## src/rtl/ptc_tap_ctrl.sv

```systemverilog
// Tap-select controller for the PTC delay line.
// Filters phase-detector votes, steps a 4-bit tap index, and tracks lock
// from the pattern of direction reversals.
module ptc_tap_ctrl #(
  parameter int FILT_TH  = 4,
  parameter int LOCK_CNT = 8,
  parameter int INIT_Q   = 8,
  parameter int Q_MIN    = 1,
  parameter int Q_MAX    = 15
) (
  input  logic       clk,
  input  logic       rst,
  input  logic       en,
  input  logic       pd_valid,
  input  logic       pd_up,
  input  logic       pd_dn,
  output logic [3:0] Q,
  output logic       step_up,
  output logic       step_dn,
  output logic       locked,
  output logic       sat
);

  localparam int unsigned AW = $clog2(FILT_TH) + 2;
  localparam int unsigned RW = 4;
  localparam logic signed [AW-1:0] TH_P = AW'(FILT_TH);
  localparam logic signed [AW-1:0] TH_N = AW'(-FILT_TH);

  typedef enum logic [1:0] {DIR_NONE, DIR_UP, DIR_DN} dir_t;
  typedef enum logic {ACQ, LOCKED} state_t;

  logic signed [AW-1:0] acc, acc_n, vote, acc_sum;
  logic [3:0]           q_n;
  logic [RW-1:0]        rev_cnt, rev_n;
  dir_t                 last_dir, last_n, dir;
  state_t               state, state_n;
  logic                 up_n, dn_n, sat_n;
  logic                 req_up, req_dn, can_step;

  // Vote filtering, step execution, reversal tracking and lock FSM next-state
  always_comb begin
    acc_n    = acc;
    q_n      = Q;
    rev_n    = rev_cnt;
    last_n   = last_dir;
    state_n  = state;
    sat_n    = sat;
    up_n     = 1'b0;
    dn_n     = 1'b0;
    vote     = '0;
    dir      = DIR_NONE;
    can_step = 1'b0;

    if (pd_valid && pd_up && !pd_dn) vote = AW'(1);
    else if (pd_valid && pd_dn && !pd_up) vote = AW'(-1);

    acc_sum = acc + vote;
    req_up  = (acc_sum == TH_P);
    req_dn  = (acc_sum == TH_N);

    if (en) begin
      acc_n = (req_up || req_dn) ? '0 : acc_sum;
      if (req_up || req_dn) begin
        dir      = req_up ? DIR_UP : DIR_DN;
        can_step = req_up ? (Q < 4'(Q_MAX)) : (Q > 4'(Q_MIN));
        if (can_step) begin
          q_n    = req_up ? Q + 4'd1 : Q - 4'd1;
          up_n   = req_up;
          dn_n   = req_dn;
          sat_n  = 1'b0;
          last_n = dir;
          if (last_dir != DIR_NONE) begin
            if (last_dir != dir) begin
              if (rev_cnt != RW'(LOCK_CNT)) rev_n = rev_cnt + RW'(1);
              if (state == ACQ && rev_n == RW'(LOCK_CNT)) state_n = LOCKED;
            end else begin
              rev_n   = '0;
              state_n = ACQ;
            end
          end
        end else begin
          // Request blocked at a bound: hold Q, flag saturation, drop lock
          sat_n = 1'b1;
          if (state == LOCKED) begin
            state_n = ACQ;
            rev_n   = '0;
          end
        end
      end
    end
  end

  // State and registered outputs
  always_ff @(posedge clk) begin
    if (rst) begin
      acc      <= '0;
      Q        <= 4'(INIT_Q);
      rev_cnt  <= '0;
      last_dir <= DIR_NONE;
      state    <= ACQ;
      locked   <= 1'b0;
      sat      <= 1'b0;
      step_up  <= 1'b0;
      step_dn  <= 1'b0;
    end else begin
      acc      <= acc_n;
      Q        <= q_n;
      rev_cnt  <= rev_n;
      last_dir <= last_n;
      state    <= state_n;
      locked   <= (state_n == LOCKED);
      sat      <= sat_n;
      step_up  <= up_n;
      step_dn  <= dn_n;
    end
  end

endmodule
```

## config.mk

```make
export PLATFORM = sky130hd
export DESIGN_NAME = ptc_tap_ctrl
export DESIGN_NICKNAME = d
export VERILOG_FILES = /design/src/rtl/ptc_tap_ctrl.sv
export SDC_FILE = /design/constraint.sdc
export NUM_CORES = 1
export LEC_CHECK = 0
export ABC_AREA = 1
export CAP_MARGIN = 40
export CORE_ASPECT_RATIO = 1.25
export CORE_MARGIN = 2
export CORE_UTILIZATION = 30
export DETAILED_ROUTE_END_ITERATION = 16
export HOLD_SLACK_MARGIN = 0.05
export PLACE_DENSITY_LB_ADDON = 0.3
export SYNTH_ARGS = -nofsm -noshare
export SYNTH_HDL_FRONTEND = slang
export SYNTH_SLANG_ARGS = --single-unit
```

## constraint.sdc

```tcl
create_clock -name clk -period 6.05 [get_ports clk]
set_input_delay 0.605 -clock clk [delete_from_list [all_inputs] [get_ports clk]]
set_output_delay 0.605 -clock clk [all_outputs]
set_load 0.05 [all_outputs]
```

==> flow_summary_export.csv <==
group,metric,value,unit
status,status,"finished, final reports clean",
worst_setup_path,required,6.18,ns
global_routing,grt_util_met2,0.1581,
timing,rsz0062_at_grt,"no",
worst_setup_path,cp_cell_sequence,"clkdlybuf4s50_1 > nand3_2 > o21ai_0 > ha_1 > inv_1 > fa_1 > inv_1 > nor2_1 > inv_1 > nor2_8 > inv_2 > nor2_8 > nand2_8 > inv_4 > nand2_1 > nand2_1 > nand3_1",
timing,slew_viol_final,0,
cts,ctsHoldBuffers,0,
drt,vias,1011,
place,gp_congestion,0.7739,
worst_setup_path,crit_family,"buffers and inverters",
cts,numCtsBuffers,3,
yosys,synth_top_cell_by_area,"dfxtp_1",
die,start_util,0.3141,
global_routing,grt_util_met1,0.1375,
worst_setup_path,max_stage_delay,0.53,ns
global_routing,grt_util_all_layers,0.1011,
finish,finish.utilization,0.3706,
drt,via_per_inst,4.266,
finish,multi_input_area,817.0,sq um
worst_setup_path,startpoint_type,"primary input",
timing,hold_viol,0,
finish,regArea,360.3,sq um
yosys,synth_top_area_share,0.2799,
job,drv_cap,0,
place,place_inst,234,
timing,final.min_clock_period,2.985,ns
timing,tightest_slew,0.5006,ns
global_routing,grt_pass1_wl,4084,microns
yosys,yosysMostFrequentCell,"nand2_1",
timing,clock.fmax,0.3350,GHz
cts,post-cts-setup-buffers,0,
place,hpwl,1740,microns
cts,clock_latency,0.25,ns
global_routing,top_usage_layer,"met2",
drt,drtIter0Drc,9,
timing,setup_viol,0,
yosys,netlist_area,1287,sq um
global_routing,grtUsageMet3,0.008798,
drt,avgRoutedWirePerCell,9.397,microns
place,port_buffers,13,
hold_path,worst_hold_path_type,"flip-flop to flip-flop",
yosys,synth_nets,182,
finish,syn_to_final_growth,17.98,%
cts,root_buffer,"clkbuf_8",
yosys,synth_area_per_cell,7.709,sq um
global_routing,grt_max_degree,14,
yosys,synth_cell_type_count,32,
die,rows,26,
timing,finalSetupTns,0,ns
cts,clkTransAtPathRegs,0.07,ns
die,fp.dieH,77.25,microns
yosys,synth_cells,167,
yosys,ys_async_sr_fraction,0,
die,ioPinCount,14,
die,core_area,4099,sq um
yosys,synth_common_cells,"26 x nand2_1, 23 x inv_1, 22 x nor2_1",
yosys,synth-main-ff-cell,"dfxtp_1",
cts,cts_buffer_depth,2,
power_and_ir_drop,p_per_area,201.2,nW/um^2
drt,drc,0,
yosys,ys_seq_area_frac,0.2799,
timing,fin_crit_sh,0.4933,
worst_setup_path,critPathKind,"primary input to flip-flop",
drt,ant_nets,0,
timing,relSlewSlack,0.6652,
power_and_ir_drop,ir_drop,0.1142,mV
power_and_ir_drop,total_power,305.6,uW
cts,ctsHtreeMaxLevel,1,
yosys,synthTopCellsByArea,"dfxtp_1 28%, ha_1 7.8%, nand2_1 7.6%, inv_1 6.7%, nor2_1 6.4%",
finish,fin_cells,237,
power_and_ir_drop,p_leak,0.6992,nW
worst_setup_path,crit_arrival,3.11,ns
worst_setup_path,cpMaxStageDelayCell,"clkdlybuf4s50_1",
finish,n_antenna_cell,0,
drt,first_pass_iters,4,
global_routing,grt_overflow,0,
yosys,ys_seq_elements,18,
worst_setup_path,cp_max_fo,9,
finish,layout.nets,198,
worst_setup_path,crit_path_end_kind,"flip-flop",
finish,drive_above_1_share,0.1768,
global_routing,grt_antenna_before_repair,0,
cts,clkSinkCount,18,
finish,fillers,447,
worst_setup_path,cp_num_buf_inv,6,
yosys,ys_warn_count,0,
global_routing,grt_pass1_vias,938,
cts,postCtsResizedCells,0,
timing,finalClockSkew,0.002465,ns
yosys,synth_edf_count,0,
cts,cts_tree,"done",
worst_setup_path,cpMostUsedCell,"inv_1",
drt,totalWireLength,2227,microns
die,die_area,4835,sq um
die,dieWidth,62.60,microns
-- final timing paths --
kind,start,endpoint,slack [ns],cells past startpoint
worst min register to register,sat,sat,0.49,1
worst min-delay path,sat,sat,0.49,1
worst max register to register,acc[0],Q[3],3.88,14
worst max-delay path,pd_valid,Q[3],3.07,17
-- worst reg2reg max path: cells and delay by family, from the launching register on --
family        cells  cell delay, ns
fa+ha+maj         2            0.64
simple gates      7            0.71
flops             1            0.34
buf+inv           5            0.36
-- kinds of logic (layout without fill, tap and decap cells) --
family,count (synthesis),count (layout),synth area share
buf+inv,28,42,0.08552
xor+xnor,5,5,0.03401
fa+ha+maj,9,9,0.09330
flops,18,18,0.2799
simple gates,88,88,0.4208
compound gates,19,19,0.08650
-- metal layers --
layer / vias to the layer above / part of all wire
li1: 552 / -
met1: 446 / 0.50
met2: 9 / 0.46
met3: 4 / 0.017
met4: 0 / 0.022
met5: - / 0
-- report_power, final --
part	total, mW	internal, mW	switching, mW
Combinational	0.0920	0.0331	0.0589
Sequential	0.130	0.124	0.00576
Clock	0.0834	0.0442	0.0392
-- placed cells by master, fill, tap and decap left out, drive strengths merged --
cell type | Yosys | routed
a211oi | 1 | 1
nand4 | 1 | 1
o21a | 1 | 1
o31ai | 1 | 1
clkbuf | 0 | 3
xor2 | 4 | 4
o22ai | 1 | 1
nor2 | 25 | 25
clkdlybuf4s50 | 0 | 13
dfxtp | 18 | 18
xnor2 | 1 | 1
nand2 | 40 | 40
or2 | 2 | 2
o21ai | 9 | 9
a21oi | 6 | 6
fa | 1 | 1
nand3b | 1 | 1
ha | 8 | 8
nand3 | 17 | 17
inv | 26 | 26
nor3 | 2 | 2
-- state kept, by name (all words and copies together), names as in the netlist --
name and flops:
Q 4, acc 4, last_dir 2, rev_cnt 4
sat 1, state 1, step_dn 1, step_up 1
-- cell type report --
cell class,count,area share
Sequential cell,18,0.2372
Multi-Input combinational cell,121,0.5379
Clock buffer,3,0.02718
Tap cell,56,0.04613
Inverter,26,0.06590
Timing Repair Buffer,13,0.08567
-- through the flow --
| stage | setup WS [ns] | hold slack, ns | area, sq um |
|---|---|---|---|
| final | 3.065 | 0.4851 | 1519 |
| after global routing | 2.823 | 0.5072 | 1519 |
| after CTS | 3.043 | 0.4873 | 1519 |
| after detailed placement | 2.766 | 0.4595 | 1478 |
| after global placement | 2.842 | 0.4818 | 1478 |
| after floorplan | 3.480 | 0.4499 | 1287 |
No activity file was read; power rests on OpenSTA's default activity.
